`config.mk`:
```
export PLATFORM = sky130hd
export DESIGN_NAME = sub_bus_rw_vram_fill_flat
export DESIGN_NICKNAME = d
export VERILOG_FILES = /design/src/rtl/sub_bus_vram_pkg.sv /design/src/rtl/sub_bus_rw_vram_fill_if.sv /design/src/rtl/sub_bus_rw_vram_fill_walker.sv /design/src/rtl/sub_bus_rw_vram_fill.sv /design/src/flat_wrapper.sv
export SDC_FILE = /design/constraint.sdc
export NUM_CORES = 1
export LEC_CHECK = 0
export CORE_MARGIN = 2
export CORE_UTILIZATION = 55
export CTS_BUF_LIST = sky130_fd_sc_hd__clkbuf_2
export DETAILED_ROUTE_END_ITERATION = 7
export GPL_TIMING_DRIVEN = 0
export HOLD_SLACK_MARGIN = 0.08
export MAX_ROUTING_LAYER = met4
export PLACE_DENSITY = 0.79
export SLEW_MARGIN = 20
export SYNTH_ARGS = -nofsm -noshare
export SYNTH_HDL_FRONTEND = slang
export SYNTH_SLANG_ARGS = --single-unit
```
`constraint.sdc`:
```
create_clock -name bus_clock -period 11.71 [get_ports bus_clock]
set_input_delay 2.342 -clock bus_clock [delete_from_list [all_inputs] [get_ports bus_clock]]
set_output_delay 2.342 -clock bus_clock [all_outputs]
set_load 0.1 [all_outputs]
```
`src/rtl/sub_bus_vram_pkg.sv`:
```
// Shared definitions for the bus-programmed VRAM rectangle fill block:
// register indices, CTRL/STATUS bit positions, FSM encoding and fill geometry.
package sub_bus_vram_pkg;

  localparam logic [2:0] REG_X0    = 3'd0;
  localparam logic [2:0] REG_Y0    = 3'd1;
  localparam logic [2:0] REG_W     = 3'd2;
  localparam logic [2:0] REG_H     = 3'd3;
  localparam logic [2:0] REG_COLOR = 3'd4;
  localparam logic [2:0] REG_BASE  = 3'd5;
  localparam logic [2:0] REG_CTRL  = 3'd6;
  localparam logic [2:0] REG_COUNT = 3'd7;

  localparam int CTRL_START_BIT     = 0;
  localparam int CTRL_ABORT_BIT     = 1;
  localparam int STATUS_BUSY_BIT    = 0;
  localparam int STATUS_DONE_BIT    = 1;
  localparam int STATUS_ABORTED_BIT = 2;

  localparam logic [1:0] ST_IDLE = 2'd0;
  localparam logic [1:0] ST_FILL = 2'd1;
  localparam logic [1:0] ST_DONE = 2'd2;

  typedef struct packed {
    logic [15:0] base;
    logic [8:0]  h;
    logic [8:0]  w;
    logic [7:0]  y0;
    logic [7:0]  x0;
  } fill_rect_t;

  // A rectangle never spans more than one full 256-pixel row or column.
  function automatic logic [8:0] saturate_dim(input logic [15:0] value);
    if (value > 16'd256) begin
      return 9'd256;
    end
    return value[8:0];
  endfunction

endpackage

```
`src/rtl/sub_bus_rw_vram_fill_if.sv`:
```
// Bus and VRAM write-port signals of the fill block; slave is the block side.
interface sub_bus_rw_vram_fill_if;
  logic        i_bus_we;
  logic        i_bus_addr;
  logic [15:0] i_bus_data_write;
  logic [15:0] o_bus_data_read;
  logic [15:0] o_vram_addr;
  logic [3:0]  o_vram_data;
  logic        o_vram_we;
  logic        i_vram_ready;

  modport slave (
    input  i_bus_we, i_bus_addr, i_bus_data_write, i_vram_ready,
    output o_bus_data_read, o_vram_addr, o_vram_data, o_vram_we
  );

  modport master (
    output i_bus_we, i_bus_addr, i_bus_data_write, i_vram_ready,
    input  o_bus_data_read, o_vram_addr, o_vram_data, o_vram_we
  );
endinterface

```
`src/rtl/sub_bus_rw_vram_fill_walker.sv`:
```
// Walks a latched rectangle row by row and forms BASE + {y, x}, with x and y
// wrapping inside the 256x256 page.
module vram_rect_walker
  import sub_bus_vram_pkg::*;
(
  input  logic        bus_clock,
  input  logic        reset,
  input  logic        load,
  input  fill_rect_t  rect_load,
  input  logic        step,
  output logic        last,
  output logic [15:0] addr
);

  fill_rect_t  rect_reg;
  logic [7:0]  col_reg, col_next;
  logic [7:0]  row_reg, row_next;
  logic        col_end, row_end;
  logic [7:0]  x_pos, y_pos;

  assign col_end = ({1'b0, col_reg} == rect_reg.w - 9'd1);
  assign row_end = ({1'b0, row_reg} == rect_reg.h - 9'd1);
  assign last    = col_end && row_end;

  always_comb begin
    col_next = col_reg;
    row_next = row_reg;
    if (load) begin
      col_next = 8'd0;
      row_next = 8'd0;
    end else if (step) begin
      if (col_end) begin
        col_next = 8'd0;
        row_next = row_reg + 8'd1;
      end else begin
        col_next = col_reg + 8'd1;
      end
    end
  end

  always_ff @(posedge bus_clock) begin
    if (!reset) begin
      rect_reg <= '0;
      col_reg  <= '0;
      row_reg  <= '0;
    end else begin
      col_reg <= col_next;
      row_reg <= row_next;
      if (load) begin
        rect_reg <= rect_load;
      end
    end
  end

  assign x_pos = rect_reg.x0 + col_reg;
  assign y_pos = rect_reg.y0 + row_reg;
  assign addr  = rect_reg.base + {y_pos, x_pos};

endmodule

```
`src/rtl/sub_bus_rw_vram_fill.sv`:
```
// Bus-programmed rectangle fill engine: an index/data register window sets up
// a rectangle that is then written pixel by pixel to VRAM with ready handshake.
module sub_bus_rw_vram_fill
  import sub_bus_vram_pkg::*;
#(
  parameter logic [15:0] VRAM_BASE_DEFAULT  = 16'h0000,
  parameter logic [3:0]  FILL_COLOR_DEFAULT = 4'h0
) (
  input logic                   bus_clock,
  input logic                   reset,
  sub_bus_rw_vram_fill_if.slave bus
);

  logic [1:0]  state_reg, state_next;
  logic [2:0]  index_reg;
  logic [7:0]  x0_reg, y0_reg;
  logic [8:0]  w_reg, h_reg;
  logic [3:0]  color_reg, color_work_reg;
  logic [15:0] base_reg;
  logic        busy_reg, done_reg, aborted_reg;
  logic [15:0] count_reg;
  logic [15:0] read_data_reg, read_data_next;

  logic        wr_index, wr_data;
  logic [7:0]  reg_sel;
  logic        start_req, abort_req, do_start, do_abort;
  logic        rect_empty, accept, walk_last;
  logic [15:0] walk_addr, status_word, reg_rdata;
  fill_rect_t  rect_now;

  assign wr_index = bus.i_bus_we && !bus.i_bus_addr;
  assign wr_data  = bus.i_bus_we && bus.i_bus_addr;

  for (genvar gi = 0; gi < 8; gi++) begin : g_reg_sel
    assign reg_sel[gi] = wr_data && (index_reg == 3'(gi));
  end

  // Abort wins when both CTRL bits are written together.
  assign start_req = reg_sel[REG_CTRL] && bus.i_bus_data_write[CTRL_START_BIT]
                     && !bus.i_bus_data_write[CTRL_ABORT_BIT];
  assign abort_req = reg_sel[REG_CTRL] && bus.i_bus_data_write[CTRL_ABORT_BIT];
  assign do_start  = start_req && (state_reg == ST_IDLE);
  assign do_abort  = abort_req && (state_reg == ST_FILL);

  assign rect_empty = (w_reg == 9'd0) || (h_reg == 9'd0);
  assign accept     = (state_reg == ST_FILL) && bus.i_vram_ready;

  always_comb begin
    rect_now      = '0;
    rect_now.x0   = x0_reg;
    rect_now.y0   = y0_reg;
    rect_now.w    = w_reg;
    rect_now.h    = h_reg;
    rect_now.base = base_reg;
  end

  vram_rect_walker u_walker (
    .bus_clock (bus_clock),
    .reset     (reset),
    .load      (do_start && !rect_empty),
    .rect_load (rect_now),
    .step      (accept),
    .last      (walk_last),
    .addr      (walk_addr)
  );

  always_comb begin
    state_next = state_reg;
    case (state_reg)
      ST_IDLE: if (do_start) state_next = rect_empty ? ST_DONE : ST_FILL;
      ST_FILL: begin
        if (do_abort) begin
          state_next = ST_IDLE;
        end else if (accept && walk_last) begin
          state_next = ST_DONE;
        end
      end
      ST_DONE: state_next = ST_IDLE;
      default: state_next = ST_IDLE;
    endcase
  end

  always_ff @(posedge bus_clock) begin
    if (!reset) begin
      index_reg <= '0;
      x0_reg    <= '0;
      y0_reg    <= '0;
      w_reg     <= '0;
      h_reg     <= '0;
      color_reg <= FILL_COLOR_DEFAULT;
      base_reg  <= VRAM_BASE_DEFAULT;
    end else begin
      if (wr_index)            index_reg <= bus.i_bus_data_write[2:0];
      if (reg_sel[REG_X0])     x0_reg    <= bus.i_bus_data_write[7:0];
      if (reg_sel[REG_Y0])     y0_reg    <= bus.i_bus_data_write[7:0];
      if (reg_sel[REG_W])      w_reg     <= saturate_dim(bus.i_bus_data_write);
      if (reg_sel[REG_H])      h_reg     <= saturate_dim(bus.i_bus_data_write);
      if (reg_sel[REG_COLOR])  color_reg <= bus.i_bus_data_write[3:0];
      if (reg_sel[REG_BASE])   base_reg  <= bus.i_bus_data_write;
    end
  end

  always_ff @(posedge bus_clock) begin
    if (!reset) begin
      state_reg      <= ST_IDLE;
      busy_reg       <= 1'b0;
      done_reg       <= 1'b0;
      aborted_reg    <= 1'b0;
      count_reg      <= '0;
      color_work_reg <= '0;
    end else begin
      state_reg <= state_next;
      if (do_start) begin
        busy_reg       <= !rect_empty;
        done_reg       <= rect_empty;
        aborted_reg    <= 1'b0;
        count_reg      <= '0;
        color_work_reg <= color_reg;
      end else begin
        // A pixel accepted on the abort edge still counts.
        if (accept) count_reg <= count_reg + 16'd1;
        if (do_abort) begin
          busy_reg    <= 1'b0;
          aborted_reg <= 1'b1;
        end else if (accept && walk_last) begin
          busy_reg <= 1'b0;
          done_reg <= 1'b1;
        end
      end
    end
  end

  always_comb begin
    status_word                     = '0;
    status_word[STATUS_BUSY_BIT]    = busy_reg;
    status_word[STATUS_DONE_BIT]    = done_reg;
    status_word[STATUS_ABORTED_BIT] = aborted_reg;
  end

  always_comb begin
    reg_rdata = '0;
    case (index_reg)
      REG_X0:    reg_rdata = {8'h00, x0_reg};
      REG_Y0:    reg_rdata = {8'h00, y0_reg};
      REG_W:     reg_rdata = {7'h00, w_reg};
      REG_H:     reg_rdata = {7'h00, h_reg};
      REG_COLOR: reg_rdata = {12'h000, color_reg};
      REG_BASE:  reg_rdata = base_reg;
      REG_CTRL:  reg_rdata = status_word;
      REG_COUNT: reg_rdata = count_reg;
      default:   reg_rdata = '0;
    endcase
  end

  assign read_data_next = bus.i_bus_addr ? reg_rdata : {13'h0000, index_reg};

  always_ff @(posedge bus_clock) begin
    if (!reset) begin
      read_data_reg <= '0;
    end else begin
      read_data_reg <= read_data_next;
    end
  end

  assign bus.o_bus_data_read = read_data_reg;
  assign bus.o_vram_we       = (state_reg == ST_FILL);
  assign bus.o_vram_addr     = walk_addr;
  assign bus.o_vram_data     = color_work_reg;

endmodule

```
`src/flat_wrapper.sv`:
```
// flat-port wrapper written by rule: the top's interface ports become plain ports
module sub_bus_rw_vram_fill_flat import sub_bus_vram_pkg::*;
#(
  parameter logic [15:0] VRAM_BASE_DEFAULT  = 16'h0000,
  parameter logic [3:0]  FILL_COLOR_DEFAULT = 4'h0
)
  (bus_clock, reset, bus_i_bus_we, bus_i_bus_addr, bus_i_bus_data_write, bus_i_vram_ready, bus_o_bus_data_read, bus_o_vram_addr, bus_o_vram_data, bus_o_vram_we);
  sub_bus_rw_vram_fill_if bus_i ();
  input logic bus_clock;
  input logic reset;
  input wire logic [$bits(bus_i.i_bus_we)-1:0] bus_i_bus_we;
  input wire logic [$bits(bus_i.i_bus_addr)-1:0] bus_i_bus_addr;
  input wire logic [$bits(bus_i.i_bus_data_write)-1:0] bus_i_bus_data_write;
  input wire logic [$bits(bus_i.i_vram_ready)-1:0] bus_i_vram_ready;
  output wire logic [$bits(bus_i.o_bus_data_read)-1:0] bus_o_bus_data_read;
  output wire logic [$bits(bus_i.o_vram_addr)-1:0] bus_o_vram_addr;
  output wire logic [$bits(bus_i.o_vram_data)-1:0] bus_o_vram_data;
  output wire logic [$bits(bus_i.o_vram_we)-1:0] bus_o_vram_we;
  assign bus_i.i_bus_we = bus_i_bus_we;
  assign bus_i.i_bus_addr = bus_i_bus_addr;
  assign bus_i.i_bus_data_write = bus_i_bus_data_write;
  assign bus_i.i_vram_ready = bus_i_vram_ready;
  assign bus_o_bus_data_read = bus_i.o_bus_data_read;
  assign bus_o_vram_addr = bus_i.o_vram_addr;
  assign bus_o_vram_data = bus_i.o_vram_data;
  assign bus_o_vram_we = bus_i.o_vram_we;
  sub_bus_rw_vram_fill #(.VRAM_BASE_DEFAULT(VRAM_BASE_DEFAULT), .FILL_COLOR_DEFAULT(FILL_COLOR_DEFAULT)) u_core (.bus_clock(bus_clock), .reset(reset), .bus(bus_i));
endmodule
```
* After elaboration in Yosys (flattened, before gate mapping)
Cells that the tools add are included.
Word-level totals: register bits after elaboration 164, input bits 21, output and inout port bits 37, word-level logic and storage cells 101
Operators by class: $add $sub $neg 8, magnitude comparators 1, equal/unequal tests 13, multiplexer cells 22, bitwise gates (word level) 1, reduce and logical (&&, ||, !) cells 34
Operator list (count):
- $pmux 16 s8 | 1
- $mux 9 | 3
- $eq 8x9->1 | 2
- $logic_and 1x1->1 | 18
- $logic_not 9->1 | 2
- $sub 9x1->9 const B | 2
- $add 16x1->16 const B | 1
- $add 16x16->16 | 1
- $add 8x1->8 const B | 2
- $add 8x8->8 | 2
- $gt 16x9->1 const B | 1
- $eq 3x3->1 const B | 4
- $mux 1 | 11
- $mux 2 | 4
- $mux 8 | 1
- $reduce_and 2->1 | 4
- $eq 3x2->1 const B | 2
- $ne 2x1->1 const B | 2
- $pmux 2 s2 | 1
- $reduce_or 2->1 | 2
- $eq 3x1->1 const B | 1
- $logic_not 1->1 | 3
- $logic_not 3->1 | 1
- $mux 3 | 1
- 7 further kinds | 7

* Depth between registers and ports, before layout
depth in word-level cells 7, depth in mapped cells 16, mapped depth without buffers 16

* Cells and area by module
Synthesis repeated with hierarchy kept, for this count alone.
Unflattened totals: cells, all modules 921, area total of the unflattened synthesis 8663.3 µm²
Modules (own cells, without submodules):
- vram_rect_walker | times used 1, cells an instance 478, area each 4366.7 µm², seq. area each 1321.3 µm²
- sub_bus_rw_vram_fill | times used 1, cells an instance 443, area each 4296.6 µm², seq. area each 1961.9 µm²

* Worst setup path before layout
OpenSTA, ideal clock, no wires.
kind register to output, start point reg u_core.u_walker.col_reg[0], end point out bus_o_vram_addr[15], data arrival time 4.426 ns, data required time 9.368 ns, slack 4.942 ns, cell stages (with the launch flop) 14, buffers on the path 0, cells stage by stage dfxtp_1 -> ha_1 -> fa_1 -> a21oi_1 -> nor2_1 -> nor2_1 -> xnor2_1 -> ha_1 -> nor2b_1 -> a311o_1 -> a311o_1 -> a31oi_1 -> o31ai_1 -> xnor2_1
On the way: word-level cells in the longest chain between the ends 2
RTL lines:
- start: declaration | RTL line sub_bus_rw_vram_fill_walker.sv:16 | logic [7:0] col_reg, col_next;
- start signal: assignment | RTL line sub_bus_rw_vram_fill_walker.sv:47 | col_reg <= col_next;
- $add 8x8->8 | RTL line sub_bus_rw_vram_fill_walker.sv:55 | assign x_pos = rect_reg.x0 + col_reg;
- $add 16x16->16 | RTL line sub_bus_rw_vram_fill_walker.sv:57 | assign addr = rect_reg.base + {y_pos, x_pos};
- end: declaration | RTL line flat_wrapper.sv:16 | output wire logic [$bits(bus_i.o_vram_addr)-1:0] bus_o_vram_addr;
Every way passes these cells.

* Worst setup path after layout
start point reg u_core.u_walker.col_reg[1], end point out bus_o_vram_addr[14]
The elaborated chain is that of the path after synthesis.

==> metrics list <==
- The run finished with clean final reports.
- Post-CTS Hold Fix Bufs: 0
* Detailed-route via count: between 7000 and 8000
- The worst setup path is of the reg2out kind.
- Final weighted congestion of routability-driven global placement: 0.981
- The share of synthesized area in the top cell type comes to 0.380.
- Share of cells above drive strength 1: 0.0456
- Final hold viol count: 0
* TritonCTS clock tree: yes
- The share of the Yosys chip area taken by registers is 0.380.
- Synthesis produced a netlist with a net count of approximately 1100.
- After filler insertion, the fill cell instance count of the layout stands at roughly 1300.
- Required @ worst endpoint: about 9.4 ns
- Static timing analysis puts the maximum clock frequency at roughly 120 MHz.
- Largest driver fanout on the critical path: 7
- The first global-routing pass estimated approximately 37000 µm of wire.
- Wire length after detailed routing: 22800 µm
* Residual DRC: 0
* Critical Path Start Type: flip-flop
- The region available for standard cell placement spans roughly 0.015 mm².
- Number of max-slew violations in the final report: 0
- The finished layout holds 1331 standard cells, fillers aside.
* Final worst clock skew: ~0.033 ns
- In this run the count of I/O pins placed on the die edge is 58.
- The tree is rooted in a clkbuf_2.
* Cell types with the highest counts after synthesis: 211 x nand2_1, 164 x dfxtp_1, 90 x a21boi_0, 72 x nor2_1, 49 x clkbuf_1
- Clock transition at the registers of the reported paths: 0.21 ns
- Vias in the first global route: 7104
- The path class of the tightest hold or removal check is reg2reg.
- The initialized floorplan defines between 40 and 50 standard-cell rows.
* Count of cells resized by post-cts repair: 0
- In the global route stage, overall resource usage came out at 0.295.
* Starting Density: 0.566
- Number of synthesized flops with an enable pin: 0
- Crit path capture type: output port
- Iteration count of the initial detailed-routing pass: 6
- Warnings, synthesis: 0
* Iteration-0 DRC Markers: about 640
- Entering global routing, the biggest net connects 17 pins.
- Global routing finished with a remaining overflow of 0.
- Cell count after synthesis: around 1000
- Ys async rst share: 0
* Relative slew slack: 0.339
* Top post-synthesis cells by area: dfxtp_1 38%, nand2_1 9.2%, a21boi_0 7.8%
* Overall die area: about 0.017 mm²
- Synth Area per Inst: roughly 8.3 µm²
* Initial antenna violation count: 1
- Largest register FFs: 50
- By instance count, the leading cell after synthesis is nand2_1.
- Cell area after synthesis: 0.00864 mm²
- The area growth from synthesis to layout is 11.7%.
- In the routed layout, each cell is associated on average with a via count of approximately 5.8.
* Clock latency on the worst-skew pair: between 0.7 and 0.8 ns
* Final worst path period need: 8.08 ns
- Worst Max-Slew Pin Slew: around 1 ns
- Unrepaired setup endpoints after global routing: no
* Standby leakage power: 0.00348 µW
- Most instantiated flip-flop cell in the synthesis netlist: dfxtp_1
* TritonCTS buffer count: 17
* Overall die height: roughly 130 µm
* Setup total negative slack: 0 ns
- Number of routed nets with antenna violations: 0
- dfxtp_1 takes more of the synthesized area than any other cell.
- HPWL Detailed: around 17000 µm
* Maximum resistive drop on vdd: 56.6 µV
- Data arrives at the worst endpoint at about 5.7 ns.
- Max-cap violations in this run came to 0.
- Final net count: about 1200
- CTS built an H-tree with a depth of 4.
* Number of distinct library cell variants in the gate-level netlist after synthesis: between 60 and 70
- Number of sinks handled by clock tree synthesis: 164
* Final setup viols: 0
- Portion of the clock cycle consumed by the worst path in the final layout: 0.690
- Post-CTS timing repair inserted 0 buffers for setup.
- Deepest clock path buffer count: 2
* Total placed cells including tap cells: around 1300
- Cell count of the worst hold path: 2
- Power per standard cell area: around 95 mW/mm²
- The floorplan step set the die width to ~130 µm.
* Quantity of I/O buffers inserted on ports: 53
- In the final routed layout, each cell accounts on average for around 17 µm.
- The number of cells on the worst reg-to-reg path is 10.
* Register bit count reported by yosys: 164
## layer usage
metal / global-route usage / wire [µm] / vias up
li1: - / - / 3714
met1: 0.381 / 10000 / 3637
met2: 0.464 / 10600 / 282
met3: 0.0528 / 1480 / 58
met4: 0.108 / 717 / 0
met5: - / 0 / -
## critical path: stages, from the launching register on
cell and delay, ns:
dfxtp_1 0.55, ha_1 0.30, a21o_1 0.17, a21oi_1 0.23, o21bai_1 0.10, a21oi_1 0.22, xnor2_1 0.18, ha_1 0.33
and3_1 0.18, a221oi_1 0.45, a21oi_1 0.18, o41ai_1 0.51, o21bai_1 0.11, a21oi_1 0.20, xnor2_1 0.14, clkdlybuf4s50_1 1.14
## area by class of cell
type                       count  area, µm²  share of cell area
multi-input combinational    791       5030               0.522
sequential                   164       3280               0.340
timing repair buffer          53        531              0.0550
tap                          211        264              0.0274
buffer                        57        235              0.0244
clock inverter                11        113              0.0117
clock buffer                  20        100              0.0104
inverter                      23       86.3             0.00895
antenna                        1       2.50            0.000259
## cell families after synthesis
kind of cell,count (synthesis),share of synthesized area
compound gates,213,0.169
xor+xnor,68,0.0689
fa+ha+maj,38,0.0576
buf+inv,80,0.0372
flops,164,0.380
mux,39,0.0527
simple gates,433,0.234
## path summary, 6_finish.rpt
path                                                               end                                      start  slack, ns
worst max-delay path                               bus_o_vram_addr[14]    u_core.u_walker.col_reg[1]$_SDFFE_PP0P_       3.63
worst min-delay path            u_core.bus.o_vram_data[1]$_SDFFE_PN0P_     u_core.bus.o_vram_data[1]$_SDFFE_PN0P_       0.48
worst max register to register            u_core.done_reg$_SDFFE_PN0P_  u_core.u_walker.rect_reg[16]$_SDFFE_PN0P_       8.80
worst min register to register  u_core.bus.o_vram_data[1]$_SDFFE_PN0P_     u_core.bus.o_vram_data[1]$_SDFFE_PN0P_       0.48
## cells in the final DEF (no fill, tap or decap), types with 22 or more instances in the layout
| cell type | count |
|---|---|
| clkdlybuf4s50_1 | 53 |
| clkbuf_1 | 49 |
| dfxtp_1 | 164 |
| nor2_1 | 72 |
| o21ai_0 | 22 |
| nand2_1 | 211 |
| a21oi_1 | 42 |
| xnor2_1 | 36 |
| mux2i_1 | 32 |
| a21boi_0 | 90 |
| nand3_1 | 31 |
| xor2_1 | 32 |
| ha_1 | 35 |
| nor2b_1 | 28 |
| inv_1 | 23 |
## power by group
part | internal [µW] | switching, µW
clock | 96.3 | 193
sequential | 563 | 2.95
combinational | 22.7 | 42.8
total | 682 | 239
## stage by stage
stage	hold WS, ns	worst slack [ns]	total power, µW	utilization	area, µm²
finish	0.482	3.63	921	0.632	9650
detailed placement	0.462	4.43	641	0.618	9430
global placement	0.455	4.48	641	0.618	9430
floorplan	0.441	4.94	617	-	8640
global route	0.513	3.18	950	0.632	9650
CTS	0.489	3.55	923	0.632	9650
No activity file was read; power rests on OpenSTA's default activity.
